File: src/rtl/nvdla_dbb_stream_bridge_if.sv
// DBB request/data/response channels plus HWPE streamer control and stream channels.
// master = NVDLA core + HWPE streamer side, slave = the bridge.
interface nvdla_dbb_stream_bridge_if #(
    parameter int DATA_W = 64,
    parameter int ADDR_W = 32,
    parameter int ID_W   = 8,
    parameter int LEN_W  = 4
) ();
    logic                  wr_req_valid_i, wr_req_ready_o;
    logic [ADDR_W-1:0]     wr_req_addr_i;
    logic [LEN_W-1:0]      wr_req_len_i;
    logic [ID_W-1:0]       wr_req_id_i;
    logic                  wr_data_valid_i, wr_data_ready_o;
    logic [DATA_W-1:0]     wr_data_i;
    logic [DATA_W/8-1:0]   wr_strb_i;
    logic                  wr_last_i;
    logic                  wr_rsp_valid_o, wr_rsp_ready_i;
    logic [ID_W-1:0]       wr_rsp_id_o;
    logic                  wr_rsp_err_o;
    logic                  rd_req_valid_i, rd_req_ready_o;
    logic [ADDR_W-1:0]     rd_req_addr_i;
    logic [LEN_W-1:0]      rd_req_len_i;
    logic [ID_W-1:0]       rd_req_id_i;
    logic                  rd_data_valid_o, rd_data_ready_i;
    logic [DATA_W-1:0]     rd_data_o;
    logic [ID_W-1:0]       rd_data_id_o;
    logic                  rd_data_last_o;
    logic                  wr_strm_req_start_o, wr_strm_ready_start_i;
    logic                  rd_strm_req_start_o, rd_strm_ready_start_i;
    logic [ADDR_W-1:0]     strm_base_addr_o;
    logic [LEN_W:0]        strm_trans_size_o;
    logic                  strm_o_valid, strm_o_ready;
    logic [DATA_W-1:0]     strm_o_data;
    logic [DATA_W/8-1:0]   strm_o_strb;
    logic                  strm_i_valid, strm_i_ready;
    logic [DATA_W-1:0]     strm_i_data;

    modport master (
        output wr_req_valid_i, wr_req_addr_i, wr_req_len_i, wr_req_id_i,
        output wr_data_valid_i, wr_data_i, wr_strb_i, wr_last_i, wr_rsp_ready_i,
        output rd_req_valid_i, rd_req_addr_i, rd_req_len_i, rd_req_id_i, rd_data_ready_i,
        output wr_strm_ready_start_i, rd_strm_ready_start_i, strm_o_ready, strm_i_valid, strm_i_data,
        input  wr_req_ready_o, wr_data_ready_o, wr_rsp_valid_o, wr_rsp_id_o, wr_rsp_err_o,
        input  rd_req_ready_o, rd_data_valid_o, rd_data_o, rd_data_id_o, rd_data_last_o,
        input  wr_strm_req_start_o, rd_strm_req_start_o, strm_base_addr_o, strm_trans_size_o,
        input  strm_o_valid, strm_o_data, strm_o_strb, strm_i_ready
    );

    modport slave (
        input  wr_req_valid_i, wr_req_addr_i, wr_req_len_i, wr_req_id_i,
        input  wr_data_valid_i, wr_data_i, wr_strb_i, wr_last_i, wr_rsp_ready_i,
        input  rd_req_valid_i, rd_req_addr_i, rd_req_len_i, rd_req_id_i, rd_data_ready_i,
        input  wr_strm_ready_start_i, rd_strm_ready_start_i, strm_o_ready, strm_i_valid, strm_i_data,
        output wr_req_ready_o, wr_data_ready_o, wr_rsp_valid_o, wr_rsp_id_o, wr_rsp_err_o,
        output rd_req_ready_o, rd_data_valid_o, rd_data_o, rd_data_id_o, rd_data_last_o,
        output wr_strm_req_start_o, rd_strm_req_start_o, strm_base_addr_o, strm_trans_size_o,
        output strm_o_valid, strm_o_data, strm_o_strb, strm_i_ready
    );
endinterface

File: src/rtl/nvdla_dbb_stream_bridge.sv
// DBB read/write bursts -> HWPE streamer jobs, one burst at a time, round-robin arbitration.
// Optional: NVDLA_DBB_BRIDGE_LAST_CHECK_EN flags wr_last_i vs beat-count mismatches in wr_rsp_err_o.
module nvdla_dbb_stream_bridge #(
    parameter int DATA_W = 64,
    parameter int ADDR_W = 32,
    parameter int ID_W   = 8,
    parameter int LEN_W  = 4
) (
    input  logic                       clk_i,
    input  logic                       rst_ni,
    input  logic                       clear_i,
    nvdla_dbb_stream_bridge_if.slave   bus
);
    typedef enum logic [2:0] {IDLE, W_DATA, W_DRAIN, W_RESP, R_DATA, R_DRAIN} state_t;

    state_t            state_q, state_d;
    logic [LEN_W:0]    cnt_q, cnt_d;
    logic [LEN_W-1:0]  len_q, grant_len;
    logic [ID_W-1:0]   id_q;
    logic              last_rd_q;
    logic              wr_elig, rd_elig, grant_wr, grant_rd, wr_hs, at_last;

    assign wr_elig   = bus.wr_req_valid_i && bus.wr_strm_ready_start_i;
    assign rd_elig   = bus.rd_req_valid_i && bus.rd_strm_ready_start_i;
    assign at_last   = (cnt_q == {1'b0, len_q});
    assign grant_len = grant_wr ? bus.wr_req_len_i : bus.rd_req_len_i;

    assign bus.strm_o_data  = bus.wr_data_i;
    assign bus.strm_o_strb  = bus.wr_strb_i;
    assign bus.rd_data_o    = bus.strm_i_data;
    assign bus.rd_data_id_o = id_q;
    assign bus.wr_rsp_id_o  = id_q;

    always_comb begin
        state_d                 = state_q;
        cnt_d                   = cnt_q;
        grant_wr                = 1'b0;
        grant_rd                = 1'b0;
        wr_hs                   = 1'b0;
        bus.wr_req_ready_o      = 1'b0;
        bus.rd_req_ready_o      = 1'b0;
        bus.wr_strm_req_start_o = 1'b0;
        bus.rd_strm_req_start_o = 1'b0;
        bus.wr_data_ready_o     = 1'b0;
        bus.strm_o_valid        = 1'b0;
        bus.wr_rsp_valid_o      = 1'b0;
        bus.rd_data_valid_o     = 1'b0;
        bus.rd_data_last_o      = 1'b0;
        bus.strm_i_ready        = 1'b0;
        if (clear_i) begin
            state_d = IDLE;
            cnt_d   = '0;
        end else begin
            unique case (state_q)
                IDLE: begin
                    // On contention the side opposite the last grant wins.
                    grant_wr                = wr_elig && (!rd_elig || last_rd_q);
                    grant_rd                = rd_elig && !grant_wr;
                    bus.wr_req_ready_o      = grant_wr;
                    bus.wr_strm_req_start_o = grant_wr;
                    bus.rd_req_ready_o      = grant_rd;
                    bus.rd_strm_req_start_o = grant_rd;
                    cnt_d                   = '0;
                    if (grant_wr)      state_d = W_DATA;
                    else if (grant_rd) state_d = R_DATA;
                end
                W_DATA: begin
                    bus.strm_o_valid    = bus.wr_data_valid_i;
                    bus.wr_data_ready_o = bus.strm_o_ready;
                    wr_hs               = bus.wr_data_valid_i && bus.strm_o_ready;
                    if (wr_hs) begin
                        cnt_d = cnt_q + {{LEN_W{1'b0}}, 1'b1};
                        if (at_last) state_d = W_DRAIN;
                    end
                end
                W_DRAIN: if (bus.wr_strm_ready_start_i) state_d = W_RESP;
                W_RESP: begin
                    bus.wr_rsp_valid_o = 1'b1;
                    if (bus.wr_rsp_ready_i) state_d = IDLE;
                end
                R_DATA: begin
                    bus.rd_data_valid_o = bus.strm_i_valid;
                    bus.strm_i_ready    = bus.rd_data_ready_i;
                    bus.rd_data_last_o  = at_last;
                    if (bus.strm_i_valid && bus.rd_data_ready_i) begin
                        cnt_d = cnt_q + {{LEN_W{1'b0}}, 1'b1};
                        if (at_last) state_d = R_DRAIN;
                    end
                end
                R_DRAIN: if (bus.rd_strm_ready_start_i) state_d = IDLE;
                default: state_d = IDLE;
            endcase
        end
    end

    always_ff @(posedge clk_i or negedge rst_ni) begin
        if (!rst_ni) begin
            state_q               <= IDLE;
            cnt_q                 <= '0;
            len_q                 <= '0;
            id_q                  <= '0;
            last_rd_q             <= 1'b1;
            bus.strm_base_addr_o  <= '0;
            bus.strm_trans_size_o <= '0;
        end else if (clear_i) begin
            state_q               <= IDLE;
            cnt_q                 <= '0;
            len_q                 <= '0;
            id_q                  <= '0;
            last_rd_q             <= 1'b1;
            bus.strm_base_addr_o  <= '0;
            bus.strm_trans_size_o <= '0;
        end else begin
            state_q <= state_d;
            cnt_q   <= cnt_d;
            if (grant_wr || grant_rd) begin
                len_q                 <= grant_len;
                id_q                  <= grant_wr ? bus.wr_req_id_i : bus.rd_req_id_i;
                last_rd_q             <= grant_rd;
                bus.strm_base_addr_o  <= grant_wr ? bus.wr_req_addr_i : bus.rd_req_addr_i;
                bus.strm_trans_size_o <= {1'b0, grant_len} + {{LEN_W{1'b0}}, 1'b1};
            end
        end
    end

`ifdef NVDLA_DBB_BRIDGE_LAST_CHECK_EN
    logic err_q;

    // Sticky across the burst; completion still follows the beat count.
    always_ff @(posedge clk_i or negedge rst_ni) begin
        if (!rst_ni)                     err_q <= 1'b0;
        else if (clear_i)                err_q <= 1'b0;
        else if (grant_wr || grant_rd)   err_q <= 1'b0;
        else if (wr_hs && (bus.wr_last_i != at_last)) err_q <= 1'b1;
    end

    assign bus.wr_rsp_err_o = err_q;
`else
    logic unused_last;
    assign unused_last      = bus.wr_last_i;
    assign bus.wr_rsp_err_o = 1'b0;
`endif
endmodule

File: src/flat_wrapper.sv
// flat-port wrapper written by rule: the top's interface ports become plain ports
module nvdla_dbb_stream_bridge_flat 
#(
    parameter int DATA_W = 64,
    parameter int ADDR_W = 32,
    parameter int ID_W   = 8,
    parameter int LEN_W  = 4
)
  (clk_i, rst_ni, clear_i, bus_wr_req_valid_i, bus_wr_req_addr_i, bus_wr_req_len_i, bus_wr_req_id_i, bus_wr_data_valid_i, bus_wr_data_i, bus_wr_strb_i, bus_wr_last_i, bus_wr_rsp_ready_i, bus_rd_req_valid_i, bus_rd_req_addr_i, bus_rd_req_len_i, bus_rd_req_id_i, bus_rd_data_ready_i, bus_wr_strm_ready_start_i, bus_rd_strm_ready_start_i, bus_strm_o_ready, bus_strm_i_valid, bus_strm_i_data, bus_wr_req_ready_o, bus_wr_data_ready_o, bus_wr_rsp_valid_o, bus_wr_rsp_id_o, bus_wr_rsp_err_o, bus_rd_req_ready_o, bus_rd_data_valid_o, bus_rd_data_o, bus_rd_data_id_o, bus_rd_data_last_o, bus_wr_strm_req_start_o, bus_rd_strm_req_start_o, bus_strm_base_addr_o, bus_strm_trans_size_o, bus_strm_o_valid, bus_strm_o_data, bus_strm_o_strb, bus_strm_i_ready);
  nvdla_dbb_stream_bridge_if #(.DATA_W(DATA_W), .ADDR_W(ADDR_W), .ID_W(ID_W), .LEN_W(LEN_W)) bus_i ();
  input  logic clk_i;
  input  logic rst_ni;
  input  logic clear_i;
  input wire logic [$bits(bus_i.wr_req_valid_i)-1:0] bus_wr_req_valid_i;
  input wire logic [$bits(bus_i.wr_req_addr_i)-1:0] bus_wr_req_addr_i;
  input wire logic [$bits(bus_i.wr_req_len_i)-1:0] bus_wr_req_len_i;
  input wire logic [$bits(bus_i.wr_req_id_i)-1:0] bus_wr_req_id_i;
  input wire logic [$bits(bus_i.wr_data_valid_i)-1:0] bus_wr_data_valid_i;
  input wire logic [$bits(bus_i.wr_data_i)-1:0] bus_wr_data_i;
  input wire logic [$bits(bus_i.wr_strb_i)-1:0] bus_wr_strb_i;
  input wire logic [$bits(bus_i.wr_last_i)-1:0] bus_wr_last_i;
  input wire logic [$bits(bus_i.wr_rsp_ready_i)-1:0] bus_wr_rsp_ready_i;
  input wire logic [$bits(bus_i.rd_req_valid_i)-1:0] bus_rd_req_valid_i;
  input wire logic [$bits(bus_i.rd_req_addr_i)-1:0] bus_rd_req_addr_i;
  input wire logic [$bits(bus_i.rd_req_len_i)-1:0] bus_rd_req_len_i;
  input wire logic [$bits(bus_i.rd_req_id_i)-1:0] bus_rd_req_id_i;
  input wire logic [$bits(bus_i.rd_data_ready_i)-1:0] bus_rd_data_ready_i;
  input wire logic [$bits(bus_i.wr_strm_ready_start_i)-1:0] bus_wr_strm_ready_start_i;
  input wire logic [$bits(bus_i.rd_strm_ready_start_i)-1:0] bus_rd_strm_ready_start_i;
  input wire logic [$bits(bus_i.strm_o_ready)-1:0] bus_strm_o_ready;
  input wire logic [$bits(bus_i.strm_i_valid)-1:0] bus_strm_i_valid;
  input wire logic [$bits(bus_i.strm_i_data)-1:0] bus_strm_i_data;
  output wire logic [$bits(bus_i.wr_req_ready_o)-1:0] bus_wr_req_ready_o;
  output wire logic [$bits(bus_i.wr_data_ready_o)-1:0] bus_wr_data_ready_o;
  output wire logic [$bits(bus_i.wr_rsp_valid_o)-1:0] bus_wr_rsp_valid_o;
  output wire logic [$bits(bus_i.wr_rsp_id_o)-1:0] bus_wr_rsp_id_o;
  output wire logic [$bits(bus_i.wr_rsp_err_o)-1:0] bus_wr_rsp_err_o;
  output wire logic [$bits(bus_i.rd_req_ready_o)-1:0] bus_rd_req_ready_o;
  output wire logic [$bits(bus_i.rd_data_valid_o)-1:0] bus_rd_data_valid_o;
  output wire logic [$bits(bus_i.rd_data_o)-1:0] bus_rd_data_o;
  output wire logic [$bits(bus_i.rd_data_id_o)-1:0] bus_rd_data_id_o;
  output wire logic [$bits(bus_i.rd_data_last_o)-1:0] bus_rd_data_last_o;
  output wire logic [$bits(bus_i.wr_strm_req_start_o)-1:0] bus_wr_strm_req_start_o;
  output wire logic [$bits(bus_i.rd_strm_req_start_o)-1:0] bus_rd_strm_req_start_o;
  output wire logic [$bits(bus_i.strm_base_addr_o)-1:0] bus_strm_base_addr_o;
  output wire logic [$bits(bus_i.strm_trans_size_o)-1:0] bus_strm_trans_size_o;
  output wire logic [$bits(bus_i.strm_o_valid)-1:0] bus_strm_o_valid;
  output wire logic [$bits(bus_i.strm_o_data)-1:0] bus_strm_o_data;
  output wire logic [$bits(bus_i.strm_o_strb)-1:0] bus_strm_o_strb;
  output wire logic [$bits(bus_i.strm_i_ready)-1:0] bus_strm_i_ready;
  assign bus_i.wr_req_valid_i = bus_wr_req_valid_i;
  assign bus_i.wr_req_addr_i = bus_wr_req_addr_i;
  assign bus_i.wr_req_len_i = bus_wr_req_len_i;
  assign bus_i.wr_req_id_i = bus_wr_req_id_i;
  assign bus_i.wr_data_valid_i = bus_wr_data_valid_i;
  assign bus_i.wr_data_i = bus_wr_data_i;
  assign bus_i.wr_strb_i = bus_wr_strb_i;
  assign bus_i.wr_last_i = bus_wr_last_i;
  assign bus_i.wr_rsp_ready_i = bus_wr_rsp_ready_i;
  assign bus_i.rd_req_valid_i = bus_rd_req_valid_i;
  assign bus_i.rd_req_addr_i = bus_rd_req_addr_i;
  assign bus_i.rd_req_len_i = bus_rd_req_len_i;
  assign bus_i.rd_req_id_i = bus_rd_req_id_i;
  assign bus_i.rd_data_ready_i = bus_rd_data_ready_i;
  assign bus_i.wr_strm_ready_start_i = bus_wr_strm_ready_start_i;
  assign bus_i.rd_strm_ready_start_i = bus_rd_strm_ready_start_i;
  assign bus_i.strm_o_ready = bus_strm_o_ready;
  assign bus_i.strm_i_valid = bus_strm_i_valid;
  assign bus_i.strm_i_data = bus_strm_i_data;
  assign bus_wr_req_ready_o = bus_i.wr_req_ready_o;
  assign bus_wr_data_ready_o = bus_i.wr_data_ready_o;
  assign bus_wr_rsp_valid_o = bus_i.wr_rsp_valid_o;
  assign bus_wr_rsp_id_o = bus_i.wr_rsp_id_o;
  assign bus_wr_rsp_err_o = bus_i.wr_rsp_err_o;
  assign bus_rd_req_ready_o = bus_i.rd_req_ready_o;
  assign bus_rd_data_valid_o = bus_i.rd_data_valid_o;
  assign bus_rd_data_o = bus_i.rd_data_o;
  assign bus_rd_data_id_o = bus_i.rd_data_id_o;
  assign bus_rd_data_last_o = bus_i.rd_data_last_o;
  assign bus_wr_strm_req_start_o = bus_i.wr_strm_req_start_o;
  assign bus_rd_strm_req_start_o = bus_i.rd_strm_req_start_o;
  assign bus_strm_base_addr_o = bus_i.strm_base_addr_o;
  assign bus_strm_trans_size_o = bus_i.strm_trans_size_o;
  assign bus_strm_o_valid = bus_i.strm_o_valid;
  assign bus_strm_o_data = bus_i.strm_o_data;
  assign bus_strm_o_strb = bus_i.strm_o_strb;
  assign bus_strm_i_ready = bus_i.strm_i_ready;
  nvdla_dbb_stream_bridge #(.DATA_W(DATA_W), .ADDR_W(ADDR_W), .ID_W(ID_W), .LEN_W(LEN_W)) u_core (.clk_i(clk_i), .rst_ni(rst_ni), .clear_i(clear_i), .bus(bus_i));
endmodule
File: config.mk
export PLATFORM = sky130hd
export DESIGN_NAME = nvdla_dbb_stream_bridge_flat
export DESIGN_NICKNAME = d
export VERILOG_FILES = /design/src/rtl/nvdla_dbb_stream_bridge_if.sv /design/src/rtl/nvdla_dbb_stream_bridge.sv /design/src/flat_wrapper.sv
export SDC_FILE = /design/constraint.sdc
export NUM_CORES = 1
export LEC_CHECK = 0
export ABC_CLOCK_PERIOD_IN_PS = 2000
export CORE_AREA = 3 3 171 173
export CTS_CLUSTER_DIAMETER = 30
export CTS_CLUSTER_SIZE = 24
export DETAILED_ROUTE_END_ITERATION = 16
export DIE_AREA = 0 0 174 176
export GPL_TIMING_DRIVEN = 0
export PLACE_DENSITY = 0.59
export SETUP_SLACK_MARGIN = 0.05
export SLEW_MARGIN = 20
export SYNTH_ARGS = -nofsm -noshare
export SYNTH_HDL_FRONTEND = slang
export SYNTH_SLANG_ARGS = --single-unit
File: constraint.sdc
create_clock -name clk_i -period 2 [get_ports clk_i]
set_clock_uncertainty 0.05 [all_clocks]
set_input_delay 0.5 -clock clk_i [delete_from_list [all_inputs] [get_ports clk_i]]
set_output_delay 0.5 -clock clk_i [all_outputs]
set_load 0.02 [all_outputs]
==> results of run 1 <==
==> area by class of cell <==
| class | count | area, µm² | area share |
|---|---|---|---|
| well taps | 378 | 473 | 0.0571 |
| clock inverters | 2 | 10.0 | 0.00121 |
| multi-input cells | 158 | 1320 | 0.159 |
| clock buffers | 14 | 274 | 0.0331 |
| repair buffers | 335 | 3320 | 0.400 |
| inverters | 41 | 154 | 0.0186 |
| flip-flops and latches | 58 | 1460 | 0.176 |
| plain buffers | 164 | 1290 | 0.156 |
==> state kept, by name, summed over array words and instances, names as in the netlist <==
register                      count
u_core.state_q                    3
u_core.len_q                      4
u_core.bus.strm_trans_size_o      5
u_core.cnt_q                      5
u_core.last_rd_q                  1
u_core.bus.strm_base_addr_o      32
u_core.bus.rd_data_id_o           8
==> path summary, 6_finish.rpt <==
kind,endpoint,from,slack (ns),cells past startpoint
hold reg to reg,u_core.bus.strm_base_addr_o[22]$_DFFE_PN0P_,u_core.bus.strm_base_addr_o[22]$_DFFE_PN0P_,0.43,2
setup reg to reg,u_core.bus.strm_base_addr_o[20]$_DFFE_PN0P_,u_core.state_q[1]$_DFFE_PN0P_,-0.08,9
hold / removal,u_core.bus.rd_data_id_o[4]$_DFFE_PN0P_,rst_ni,0.03,1
min in group clk_i,u_core.bus.strm_base_addr_o[22]$_DFFE_PN0P_,u_core.bus.strm_base_addr_o[22]$_DFFE_PN0P_,0.43,2
setup / recovery,bus_rd_strm_req_start_o,bus_wr_strm_ready_start_i,-0.37,7
max in group asynchronous,u_core.bus.strm_base_addr_o[29]$_DFFE_PN0P_,rst_ni,1.34,2
==> through the flow <==
stage | cells | hold slack, ns
finish | 1150 | 0.0326
global placement | 1098 | 0.417
floorplan | 422 | 0.154
detailed placement | 1099 | 0.398
CTS | 1139 | 0.0273
global route | 1150 | 0.0466
==> routing by layer <==
layer,GRT usage,vias to the layer above,routed length [µm],part of all wire
met5,0,-,12,0.00065
met4,0.0405,2,362,0.020
met3,0.0413,24,1880,0.10
met2,0.216,277,10200,0.56
met1,0.104,1998,5880,0.32
li1,-,2016,-,-
==> worst max-delay path: stages <==
cell and delay (ns):
dlygate4sd2_1 0.30, nand2_2 0.15, o21ba_4 0.19, nor4_4 0.31, buf_6 0.18, buf_6 0.09
buf_6 0.10
==> power groups by stage <==
| stage | Clock, W | Combinational (W) | Sequential [W] |
|---|---|---|---|
| after floorplan | 0 | 0.00129 | 0.00180 |
| after global placement | 0 | 0.00275 | 0.00161 |
| after detailed placement | 0 | 0.00278 | 0.00161 |
| after CTS | 0.00155 | 0.00313 | 0.00159 |
| after global routing | 0.00160 | 0.00357 | 0.00162 |
| final | 0.00149 | 0.00335 | 0.00159 |
==> kinds of logic after synthesis <==
logic type / Yosys count / share of synthesized area
AO/OA/AOI/OAI: 81 / 0.174
XOR/XNOR: 9 / 0.0198
adder cells (fa/ha/maj): 1 / 0.00315
buffers and inverters: 206 / 0.339
flip-flops: 58 / 0.366
multiplexers: 5 / 0.0132
other: 1 / 0.000944
AND/OR/NAND/NOR: 61 / 0.0847
==> cells in the final DEF (no fill, tap or decap), types with 5 or more instances in the layout <==
master           count
dlygate4sd2_1       15
dfrtp_1             55
a222oi_1            40
buf_6               28
clkdlybuf4s50_1    269
nor2_1               7
xor2_1               6
inv_1               41
nand2_1             20
o21ai_0              9
clkbuf_16            9
o21ai_1              5
buf_4              173
==> what timing repair did <==
action	in CTS	in global routing
hold buffers	0	0
resized for setup	120	47
pin swaps	13	20
setup buffers	24	12
endpoints found under the setup margin	79	58
gates cloned	0	1
==> impl_metrics.ini, run 1 <==
[status]
status = finished, violations left
violations = negative setup slack

[floorplanning]
die_x_um = 174
dieArea_um2 = 30600
start_util = 0.143
core.rowCount = 61
core_area_um2 = 27800
fp.dieH_um = 176
ioPinCount = 437

[synth]
synthCells = 422
yosysTopAreaCell = dfrtp_1
syn_area_um2 = 3970
synth_seq_cells = 58
synth_commonest_cells = 149 x buf_4, 57 x dfrtp_1, 41 x inv_1
synth.distinct_cells = 47
async_flop_share = 1.00
netlist_top_cells_area = dfrtp_1 36%, buf_4 28%, a222oi_1 10%
yosysMostFrequentCell = buf_4
seq_area_frac_synth = 0.366
synthesis.nets = 660
avgSynthCellArea_um2 = 9.41
synth_top_cell_area_share = 0.359
synth_edf_count = 0
yosys_most_used_dff = dfrtp_1
yosysWarnings = 0

[power]
p_int_w = 0.00415
leakage_nw = 3.95
seq_power_share = 0.248
pwr-share-comb = 0.520
power.share.clock = 0.232
p_sw_w = 0.00228
switching_share = 0.355
power_w = 0.00644
power_density_nw_per_um2 = 777
max-vdd-ir-drop_uv = 384

[route]
avgRoutedWirePerCell_um = 16.0
drtIter0Drc = 286
ant_nets = 0
wirelength_um = 18400
vias_per_cell = 3.75
drc = 0
via_count = 4317
drt-pass1-iter-count = 5

[layout]
drive_gt1_frac = 0.338
area_growth_pct = 109
finalNetCount = 1005
final_util = 0.298
n_antenna_cell = 0
n_fill_cell = 2940
final_area_um2 = 8290

[global_route]
grt-ovfl-total = 0
grt_first_pass_wirelength_um = 25900
grt_pass1_vias = 4471
gr-usage-all-layers = 0.110
antenna_found_initial = 2
grt_start_max_net_pins = 35

[worst_setup_path]
crit_fanout = 5
critPathCaptureType = output pin
crit_type = primary input to output pin
critical_path_required_ns = 1.45
arrival_ns = 1.82
start_kind = primary input

[place]
port_buffers = 298
dp_hpwl_um = 14900
dp_slack_ns = -1.42
placed_area_um2 = 7480
place.gp.congestion = 0.744

[clocking]
clockRootBuffer = clkbuf_16
clockBufferDepth = 2
cts.htree.levels = 3
cts.sinks = 58
path_clk_slew_ns = 0.05
cts_buffers = 9
cts_tree = done
insertion_delay_ns = 0.33

[sta]
setup_slack_ns = -0.369
setup_viol = 51
tns_ns = -3.76
rsz0062_at_grt = true
finalCritPeriodShare = 1.18
maxSlewViolCount = 0
fmax_mhz = 422
hold_viol = 0
period_needed_ns = 2.37

[run]
drv_cap = 0

[hold_path]
hold_path.class = primary input to asynchronous set/reset pin
Note: power is estimated with default switching activity, not from simulation.
==> inputs of run 2 (changes only) <==
--- a/config.mk
+++ b/config.mk
@@ -8,7 +8,6 @@
 export ABC_CLOCK_PERIOD_IN_PS = 2000
 export CORE_AREA = 3 3 171 173
 export CTS_CLUSTER_DIAMETER = 30
-export CTS_CLUSTER_SIZE = 24
 export DETAILED_ROUTE_END_ITERATION = 16
 export DIE_AREA = 0 0 174 176
 export GPL_TIMING_DRIVEN = 0
==> results of run 2 <==
No change in the layout: final DEF, timing and power equal those of run 1.
